`src/rtl/regfile_wb_arbiter_if.sv`:
```
`default_nettype none
// ---------------------------------------------------------------------------
// Module : regfile_wb_arbiter_if
// Brief  : Writeback request, scoreboard and register-file write-port bundle.
// Rev    : 1.0
// ---------------------------------------------------------------------------
interface regfile_wb_arbiter_if #(
    parameter int DATA_W = 32,
    parameter int ADDR_W = 5,
    parameter int NREG   = 32
);
    logic              alu_valid;
    logic              alu_ready;
    logic [ADDR_W-1:0] alu_addr;
    logic [DATA_W-1:0] alu_data;
    logic              mem_valid;
    logic              mem_ready;
    logic [ADDR_W-1:0] mem_addr;
    logic [DATA_W-1:0] mem_data;
    logic              rsv_en;
    logic [ADDR_W-1:0] rsv_addr;
    logic [ADDR_W-1:0] chk_addra;
    logic [ADDR_W-1:0] chk_addrb;
    logic              hazard_a;
    logic              hazard_b;
    logic              enc;
    logic [ADDR_W-1:0] addrc;
    logic [DATA_W-1:0] datac;
    logic [NREG-1:0]   busy;

    modport slave (
        input  alu_valid, alu_addr, alu_data,
        input  mem_valid, mem_addr, mem_data,
        input  rsv_en, rsv_addr, chk_addra, chk_addrb,
        output alu_ready, mem_ready, hazard_a, hazard_b,
        output enc, addrc, datac, busy
    );

    modport master (
        output alu_valid, alu_addr, alu_data,
        output mem_valid, mem_addr, mem_data,
        output rsv_en, rsv_addr, chk_addra, chk_addrb,
        input  alu_ready, mem_ready, hazard_a, hazard_b,
        input  enc, addrc, datac, busy
    );
endinterface
`default_nettype wire

```
`src/rtl/regfile_wb_arbiter.sv`:
```
`default_nettype none
// ---------------------------------------------------------------------------
// Module : regfile_wb_arbiter
// Brief  : Round-robin ALU/load writeback arbiter with pending-write scoreboard.
// Rev    : 1.0
// ---------------------------------------------------------------------------
module regfile_wb_arbiter #(
    parameter int DATA_W = 32,
    parameter int ADDR_W = 5,
    parameter int NREG   = 32
) (
    input  wire                   clock,
    input  wire                   reset,
    regfile_wb_arbiter_if.slave   bus
);
    localparam logic c_GNT_ALU = 1'b0;
    localparam logic c_GNT_MEM = 1'b1;

    logic              r_last_grant;
    logic              r_enc;
    logic [ADDR_W-1:0] r_addrc;
    logic [DATA_W-1:0] r_datac;
    logic [NREG-1:0]   r_busy;

    logic              w_grant_alu;
    logic              w_grant_mem;
    logic              w_xfer;
    logic [ADDR_W-1:0] w_xfer_addr;
    logic [DATA_W-1:0] w_xfer_data;
    logic              w_wr_en;
    logic [NREG-1:0]   w_clr_mask;
    logic [NREG-1:0]   w_set_mask;
    logic [NREG-1:0]   w_busy_next;
    logic              w_inflight_a;
    logic              w_inflight_b;

    // On a tie the requester that did not win last time is served.
    always_comb begin
        w_grant_alu = 1'b0;
        w_grant_mem = 1'b0;
        if (!reset) begin
            w_grant_alu = bus.alu_valid && (!bus.mem_valid || (r_last_grant == c_GNT_MEM));
            w_grant_mem = bus.mem_valid && (!bus.alu_valid || (r_last_grant == c_GNT_ALU));
        end
    end

    always_comb begin
        w_xfer      = w_grant_alu || w_grant_mem;
        w_xfer_addr = w_grant_alu ? bus.alu_addr : bus.mem_addr;
        w_xfer_data = w_grant_alu ? bus.alu_data : bus.mem_data;
        w_wr_en     = w_xfer && (w_xfer_addr != '0);
    end

    // Set is applied after clear so a new reservation survives a same-edge writeback.
    always_comb begin
        w_clr_mask  = '0;
        w_set_mask  = '0;
        if (w_xfer) begin
            w_clr_mask = NREG'(1) << w_xfer_addr;
        end
        if (bus.rsv_en && (bus.rsv_addr != '0)) begin
            w_set_mask = NREG'(1) << bus.rsv_addr;
        end
        w_busy_next = ((r_busy & ~w_clr_mask) | w_set_mask) & ~NREG'(1);
    end

    always_ff @(posedge clock or posedge reset) begin
        if (reset) begin
            r_last_grant <= c_GNT_MEM;
            r_enc        <= 1'b0;
            r_addrc      <= '0;
            r_datac      <= '0;
            r_busy       <= '0;
        end else begin
            r_enc  <= w_wr_en;
            r_busy <= w_busy_next;
            if (w_xfer) begin
                r_last_grant <= w_grant_alu ? c_GNT_ALU : c_GNT_MEM;
            end
            if (w_wr_en) begin
                r_addrc <= w_xfer_addr;
                r_datac <= w_xfer_data;
            end
        end
    end

    // In-flight term: the register file has not committed the write yet.
    always_comb begin
        w_inflight_a = r_enc && (r_addrc == bus.chk_addra);
        w_inflight_b = r_enc && (r_addrc == bus.chk_addrb);
    end

    assign bus.alu_ready = w_grant_alu;
    assign bus.mem_ready = w_grant_mem;
    assign bus.hazard_a  = (bus.chk_addra != '0) && (r_busy[bus.chk_addra] || w_inflight_a);
    assign bus.hazard_b  = (bus.chk_addrb != '0) && (r_busy[bus.chk_addrb] || w_inflight_b);
    assign bus.enc       = r_enc;
    assign bus.addrc     = r_addrc;
    assign bus.datac     = r_datac;
    assign bus.busy      = r_busy;
endmodule
`default_nettype wire

```
`src/flat_wrapper.sv`:
```
// flat-port wrapper written by rule: the top's interface ports become plain ports
module regfile_wb_arbiter_flat 
#(
    parameter int DATA_W = 32,
    parameter int ADDR_W = 5,
    parameter int NREG   = 32
)
  (clock, reset, bus_alu_valid, bus_alu_addr, bus_alu_data, bus_mem_valid, bus_mem_addr, bus_mem_data, bus_rsv_en, bus_rsv_addr, bus_chk_addra, bus_chk_addrb, bus_alu_ready, bus_mem_ready, bus_hazard_a, bus_hazard_b, bus_enc, bus_addrc, bus_datac, bus_busy);
  regfile_wb_arbiter_if #(.DATA_W(DATA_W), .ADDR_W(ADDR_W), .NREG(NREG)) bus_i ();
  input  wire clock;
  input  wire reset;
  input wire logic [$bits(bus_i.alu_valid)-1:0] bus_alu_valid;
  input wire logic [$bits(bus_i.alu_addr)-1:0] bus_alu_addr;
  input wire logic [$bits(bus_i.alu_data)-1:0] bus_alu_data;
  input wire logic [$bits(bus_i.mem_valid)-1:0] bus_mem_valid;
  input wire logic [$bits(bus_i.mem_addr)-1:0] bus_mem_addr;
  input wire logic [$bits(bus_i.mem_data)-1:0] bus_mem_data;
  input wire logic [$bits(bus_i.rsv_en)-1:0] bus_rsv_en;
  input wire logic [$bits(bus_i.rsv_addr)-1:0] bus_rsv_addr;
  input wire logic [$bits(bus_i.chk_addra)-1:0] bus_chk_addra;
  input wire logic [$bits(bus_i.chk_addrb)-1:0] bus_chk_addrb;
  output wire logic [$bits(bus_i.alu_ready)-1:0] bus_alu_ready;
  output wire logic [$bits(bus_i.mem_ready)-1:0] bus_mem_ready;
  output wire logic [$bits(bus_i.hazard_a)-1:0] bus_hazard_a;
  output wire logic [$bits(bus_i.hazard_b)-1:0] bus_hazard_b;
  output wire logic [$bits(bus_i.enc)-1:0] bus_enc;
  output wire logic [$bits(bus_i.addrc)-1:0] bus_addrc;
  output wire logic [$bits(bus_i.datac)-1:0] bus_datac;
  output wire logic [$bits(bus_i.busy)-1:0] bus_busy;
  assign bus_i.alu_valid = bus_alu_valid;
  assign bus_i.alu_addr = bus_alu_addr;
  assign bus_i.alu_data = bus_alu_data;
  assign bus_i.mem_valid = bus_mem_valid;
  assign bus_i.mem_addr = bus_mem_addr;
  assign bus_i.mem_data = bus_mem_data;
  assign bus_i.rsv_en = bus_rsv_en;
  assign bus_i.rsv_addr = bus_rsv_addr;
  assign bus_i.chk_addra = bus_chk_addra;
  assign bus_i.chk_addrb = bus_chk_addrb;
  assign bus_alu_ready = bus_i.alu_ready;
  assign bus_mem_ready = bus_i.mem_ready;
  assign bus_hazard_a = bus_i.hazard_a;
  assign bus_hazard_b = bus_i.hazard_b;
  assign bus_enc = bus_i.enc;
  assign bus_addrc = bus_i.addrc;
  assign bus_datac = bus_i.datac;
  assign bus_busy = bus_i.busy;
  regfile_wb_arbiter #(.DATA_W(DATA_W), .ADDR_W(ADDR_W), .NREG(NREG)) u_core (.clock(clock), .reset(reset), .bus(bus_i));
endmodule
```
`config.mk`:
```
export PLATFORM = sky130hd
export DESIGN_NAME = regfile_wb_arbiter_flat
export DESIGN_NICKNAME = d
export VERILOG_FILES = /design/src/rtl/regfile_wb_arbiter_if.sv /design/src/rtl/regfile_wb_arbiter.sv /design/src/flat_wrapper.sv
export SDC_FILE = /design/constraint.sdc
export NUM_CORES = 1
export LEC_CHECK = 0
export BUFFER_PORTS_ARGS = -buffer_cell sky130_fd_sc_hd__clkbuf_2
export CORE_ASPECT_RATIO = 1.1
export CORE_UTILIZATION = 49
export CTS_CLUSTER_SIZE = 14
export DETAILED_ROUTE_END_ITERATION = 10
export PLACE_DENSITY = 0.81
export SLEW_MARGIN = 20
export SYNTH_ARGS = -nofsm -noshare
export SYNTH_HDL_FRONTEND = slang
export SYNTH_SLANG_ARGS = --single-unit
```
`constraint.sdc`:
```
create_clock -name clock -period 3.7 [get_ports clock]
set_input_delay 0.555 -clock clock [delete_from_list [all_inputs] [get_ports clock]]
set_output_delay 0.555 -clock clock [all_outputs]
set_load 0.005 [all_outputs]
```
==> impl_metrics.json, run 1 <==
{
  "period_minus_slack_ns": 2.73,
  "rsz0062_at_grt": "no",
  "routabilityCongestion": 0.859,
  "ys_ff_latch": 70,
  "start_kind": "flip-flop",
  "antennaDiodeCount": 0,
  "htreeDepth": 3,
  "cts_tree": "yes",
  "die_area_sq_um": 8670,
  "switching_share_pct": 34.1,
  "place_hpwl_mm": 9.02,
  "cts_num_sinks": 70,
  "relSlewSlack_pct": 36.6,
  "seq_area_sq_um": 1750,
  "synth_edf_count": 0,
  "setup_ws_ns": 0.972,
  "synth-async-reset-ratio_pct": 100,
  "drive_gt1_share_pct": 34.3,
  "antenna_found_initial": 0,
  "muxShareOfSynthArea_pct": 11.0,
  "row_count": 34,
  "numCtsBuffers": 9,
  "post_cts_buffers": 0,
  "syn_area_sq_um": 4070,
  "finalSetupTns_ns": 0,
  "ir_worst_vdd_mv": 0.200,
  "dpl_cell_area_sq_um": 4940,
  "ys_types": 44,
  "final_common_cell": "clkbuf_2",
  "ant_nets": 0,
  "dr.pass1.iters": 5,
  "cts_root_buffer": "clkbuf_8",
  "die_h_um": 97.5,
  "ys_top_cells_by_area": "dfrtp_1 (42%), nand2_1 (6.8%), a31oi_1 (5.5%)",
  "yosys.area.top_type_share_pct": 42.5,
  "grt_pass1_vias": 3850,
  "max_cap_violations": 0,
  "nets": 696,
  "status": "finished clean",
  "io_pins": 168,
  "grt.overflow.total": 0,
  "synth_top_family_by_area": "simple AND/OR/NAND/NOR gates",
  "die_w_um": 88.9,
  "netlist_instances": 450,
  "clk_pin_slew_ns": 0.08,
  "grt_max_degree": 79,
  "p_comb_share_pct": 29.1,
  "grt_usage_pct": 29.4,
  "start_util_pct": 50.8,
  "synth_nets": 544,
  "cp_max_fo": 33,
  "cp.arrival_ns": 2.17,
  "area_growth_pct": 26.5,
  "wl_per_cell_um": 17.1,
  "finalCritPeriodShare_pct": 73.7,
  "yosys_most_used_dff": "dfrtp_1",
  "power.density_nw_per_um2": 488,
  "synthSimpleGateAreaFrac_pct": 20.7,
  "core_area_sq_um": 8000,
  "hp-class": "input pin to flip-flop",
  "insertion_delay_ns": 0.35,
  "clockBufferDepth": 2,
  "seqPwrFrac_pct": 45.2,
  "setup_viol": 0,
  "vias_per_cell": 5.83,
  "synth_fa_ha_area_share_pct": 0,
  "finClkSkew_ns": 0.00818,
  "stdcell_area_sq_um": 5140,
  "post-place-ws_ns": 1.08,
  "crit_path_end_kind": "output pin",
  "synth_top_area_cell": "dfrtp_1",
  "drv_slew": 0,
  "final_cell_mix": "clkbuf_2 (166), nand2_1 (74), dfrtp_1 (69)",
  "avgSynthCellArea_sq_um": 9.04,
  "finalHoldViolations": 0,
  "multiInputGateArea_sq_um": 2160,
  "io_buffer_count": 166,
  "n_fill_cell": 680,
  "leakagePower_nw": 2.42,
  "route.detailed.drc": 0,
  "yosysWarnings": 0,
  "required_ns": 3.14,
  "post_cts_resized": 0,
  "via_count": 4165,
  "post-route-util_pct": 64.3,
  "worst_slew_pin_slew_ns": 0.951,
  "internal_power_w": 0.00166,
  "synth-xor-area-share_pct": 2.15,
  "grt_pass1_wl_mm": 19.4,
  "postCtsHoldBufs": 0,
  "synth_compound_area_share_pct": 19.3,
  "ys_seq_area_share_pct": 43.1,
  "power_frac_clock_pct": 25.7,
  "p_switching_w": 0.000857,
  "fmax_ghz": 0.367,
  "critPathKind": "flip-flop to output pin",
  "drt_first_iter_violations": 330,
  "routed_wl_mm": 12.2
}
worst paths after layout:
path / startpoint / end / slack [ns] / cells after the start
hold / removal: bus_alu_data[13] / u_core.bus.datac[13] / 0.42 / 3
max in group asynchronous: reset / u_core.bus.busy[29] / 2.39 / 3
min in group asynchronous: reset / u_core.bus.datac[6] / 0.69 / 3
hold reg to reg: u_core.r_last_grant / u_core.r_last_grant / 0.55 / 2
setup reg to reg: u_core.r_last_grant / u_core.bus.busy[12] / 1.24 / 6
setup / recovery: u_core.r_last_grant / bus_alu_ready / 0.97 / 5
logic make-up (layout without fill, tap and decap cells):
family,Yosys count,count (layout)
multiplexers,32,32
other,1,1
AO/OA/AOI/OAI,119,119
flip-flops,70,70
XOR/XNOR,10,10
AND/OR/NAND/NOR,183,183
buffers and inverters,35,192
Yosys cell counts, types with 5 or more instances:
cell type / number
a21oi_1: 10
mux4_2: 10
nor2b_1: 8
xor2_1: 8
o21ai_0: 34
nor2_1: 48
nor4_1: 7
a31oi_1: 36
o31ai_1: 8
dfrtp_1: 69
o211ai_1: 5
nand2_1: 74
o2bb2ai_1: 12
nand3_1: 20
nand3b_1: 12
mux2i_1: 20
clkbuf_1: 13
buf_2: 11
nand2b_1: 5
metrics by stage:
step / instances / hold slack [ns] / total power, W
floorplan: 450 / 0.510 / 0.00149
global placement: 699 / 0.534 / 0.00184
detailed placement: 699 / 0.540 / 0.00187
CTS: 715 / 0.419 / 0.00251
global route: 715 / 0.426 / 0.00265
finish: 715 / 0.424 / 0.00251
layout make-up:
class                   count  share of cell area, %
multi-input cells         345                   42.1
inverters                   6                  0.438
repair buffers            170                   16.7
clock buffers              12                   3.02
clock inverters             4                   1.05
well taps                 108                   2.63
flip-flops and latches     70                   34.1
power by group through the flow:
stage	Sequential [W]	Combinational, W	Clock (W)
4_1_cts	0.00113	0.000731	0.000654
6_report	0.00114	0.000731	0.000646
5_1_grt	0.00115	0.000813	0.000689
2_1_floorplan	0.00109	0.000405	0
3_3_place_gp	0.00114	0.000707	0
3_5_place_dp	0.00114	0.000728	0
routing by layer:
layer	routed length, um	part of all wire (%)	GRT usage [%]	vias up
met3	827	6.8	6.37	39
li1	-	-	-	1944
met2	6050	50	46.9	189
met5	0	0	0	-
met4	370	3.0	12.5	0
met1	4950	41	38.3	1993
flip-flops by register name (all words and copies together) (netlist names):
signal	count
u_core.bus.datac	32
u_core.bus.busy	31
u_core.bus.addrc	5
u_core.bus.enc	1
u_core.r_last_grant	1
critical path, cell delays in order (launching register included):
cell and delay (ns):
dfstp_2 0.57, nand2b_1 0.21, nand3_2 0.33, clkinv_1 0.17
buf_4 0.35, clkbuf_2 0.18
No activity file was read; power rests on OpenSTA's default activity.
==> inputs of run 2 (changes only) <==
--- a/config.mk
+++ b/config.mk
@@ -7,10 +7,10 @@
 export LEC_CHECK = 0
 export BUFFER_PORTS_ARGS = -buffer_cell sky130_fd_sc_hd__clkbuf_2
 export CORE_ASPECT_RATIO = 1.1
-export CORE_UTILIZATION = 49
+export CORE_UTILIZATION = 44
 export CTS_CLUSTER_SIZE = 14
 export DETAILED_ROUTE_END_ITERATION = 10
-export PLACE_DENSITY = 0.81
+export PLACE_DENSITY = 0.77
 export SLEW_MARGIN = 20
 export SYNTH_ARGS = -nofsm -noshare
 export SYNTH_HDL_FRONTEND = slang
==> constraint.sdc (replaced) <==
create_clock -name clock -period 2.4 [get_ports clock]
set_input_delay 0.36 -clock clock [delete_from_list [all_inputs] [get_ports clock]]
set_output_delay 0.36 -clock clock [all_outputs]
set_load 0.005 [all_outputs]
==> run 2 against run 1 <==
  * Utilization decreased by 6.3 points
  * Sequential cell count unchanged
  * Via count is 0.98% lower
  * Clock power up 42%
  * First-iteration DRC count is 20% lower
  * Critical endpoint is now bus_hazard_b
  * Largest power group unchanged
==> impl_metrics.json, run 2 (same netlist as run 1, synthesis figures left out) <==
{
  "status": "finished clean",
  "grt_max_degree": 74,
  "start_kind": "flip-flop",
  "cts_root_buffer": "clkbuf_8",
  "max_stage_delay_ns": 0.47,
  "nets": 699,
  "post_cts_resized": 0,
  "critPathKind": "flip-flop to output pin",
  "final_cell_mix": "clkbuf_2 (166), nand2_1 (74), dfrtp_1 (67)",
  "dr.pass1.iters": 5,
  "die_area_sq_um": 9630,
  "insertion_delay_ns": 0.34,
  "wl_per_cell_um": 16.2,
  "p_switching_w": 0.00128,
  "grt_pass1_vias": 3789,
  "final_common_cell": "clkbuf_2",
  "antennaDiodeCount": 0,
  "core_area_sq_um": 8920,
  "n_fill_cell": 791,
  "multiInputGateArea_sq_um": 2170,
  "antenna_found_initial": 0,
  "largest_reg_flops": 32,
  "grt_usage_pct": 25.0,
  "r2r_cells": 5,
  "routed_wl_mm": 11.7,
  "ir_worst_vdd_mv": 0.473,
  "clockBufferDepth": 2,
  "grt.overflow.total": 0,
  "finalSetupTns_ns": 0,
  "die_h_um": 103,
  "crit_slowest_cell": "dfrtp_1",
  "rrSetupSlack_ns": 0.23,
  "via_count": 4124,
  "seqPwrFrac_pct": 46.2,
  "drive_gt1_share_pct": 34.9,
  "ant_nets": 0,
  "fmax_ghz": 0.441,
  "io_pins": 168,
  "setup_viol": 0,
  "place_hpwl_mm": 9.17,
  "post_cts_buffers": 0,
  "period_minus_slack_ns": 2.27,
  "power_frac_clock_pct": 24.2,
  "vias_per_cell": 5.70,
  "required_ns": 2.04,
  "cp_max_fo": 4,
  "start_util_pct": 45.6,
  "crit_chain": "xor2_1 > nor4_1 > nand3_1 > o21ai_0 > o22a_1 > clkbuf_2",
  "internal_power_w": 0.00250,
  "clk_pin_slew_ns": 0.08,
  "worst-path-stages": 6,
  "die_w_um": 93.7,
  "rsz0062_at_grt": "no",
  "power.density_nw_per_um2": 731,
  "row_count": 36,
  "crit_path_end_kind": "output pin",
  "cts_num_sinks": 70,
  "finClkSkew_ns": 0.00580,
  "seq_area_sq_um": 1760,
  "postCtsHoldBufs": 0,
  "drv_slew": 0,
  "grt_pass1_wl_mm": 18.4,
  "io_buffer_count": 166,
  "switching_share_pct": 33.9,
  "finalHoldViolations": 0,
  "drt_first_iter_violations": 264,
  "routabilityCongestion": 0.894,
  "max_cap_violations": 0,
  "hp-class": "input pin to flip-flop",
  "cpLargestDelayFamily": "flip-flops",
  "relSlewSlack_pct": 51.7,
  "post-place-ws_ns": 0.223,
  "worst-path-buf-inv": 1,
  "htreeDepth": 3,
  "cts_tree": "yes",
  "hold_depth": 3,
  "leakagePower_nw": 2.44,
  "setup_ws_ns": 0.134,
  "cp.arrival_ns": 1.91,
  "numCtsBuffers": 9,
  "p_comb_share_pct": 29.6,
  "route.detailed.drc": 0,
  "worst_slew_pin_slew_ns": 0.705,
  "finalCritPeriodShare_pct": 94.4,
  "area_growth_pct": 27.4
}
run 2: worst paths after layout:
| path | from | end |
|---|---|---|
| hold / removal | bus_alu_data[22] | u_core.bus.datac[22] |
| max in group asynchronous | reset | u_core.bus.addrc[0] |
| min in group asynchronous | reset | u_core.r_last_grant |
| setup / recovery | u_core.bus.addrc[2] | bus_hazard_b |
| setup reg to reg | u_core.r_last_grant | u_core.bus.busy[12] |
| hold reg to reg | u_core.bus.datac[7] | u_core.bus.datac[7] |
run 2: power groups by stage:
stage / Sequential (W) / Clock, W / Combinational, W
floorplan: 0.00168 / 0 / 0.000624
global placement: 0.00174 / 0 / 0.00109
detailed placement: 0.00176 / 0 / 0.00112
CTS: 0.00174 / 0.000933 / 0.00112
global route: 0.00178 / 0.000992 / 0.00125
finish: 0.00175 / 0.000918 / 0.00112
run 2: worst reg2reg max path, delay by kind of cell, from the launching register on:
kind | cells | cell delay [ns]
AO/OA/AOI/OAI | 4 | 1.32
flip-flops | 1 | 0.57
AND/OR/NAND/NOR | 1 | 0.13
run 2: per-layer routing:
layer  global-route usage, %  wire length (um)
met5                       0                 0
met4                    12.1               320
met3                    5.16               819
met2                    40.2              5690
met1                    32.6              4910
run 2: layout make-up:
cell class	count	area share (%)
tap	114	2.75
timing repair buffer	173	17.3
sequential	70	33.9
clock inverter	6	1.21
clock buffer	10	2.46
inverter	6	0.435
multi-input combinational	345	41.9
run 2: metrics by stage:
step | cells | util, % | hold WS, ns | instance area, sq um | power [W]
after detailed placement | 708 | 55.8 | 0.544 | 4980 | 0.00288
after floorplan | 450 | - | 0.508 | 4070 | 0.00230
after CTS | 724 | 58.0 | 0.233 | 5170 | 0.00379
after global routing | 724 | 58.1 | 0.236 | 5180 | 0.00402
after global placement | 708 | 55.8 | 0.529 | 4980 | 0.00284
final | 724 | 58.1 | 0.246 | 5180 | 0.00378
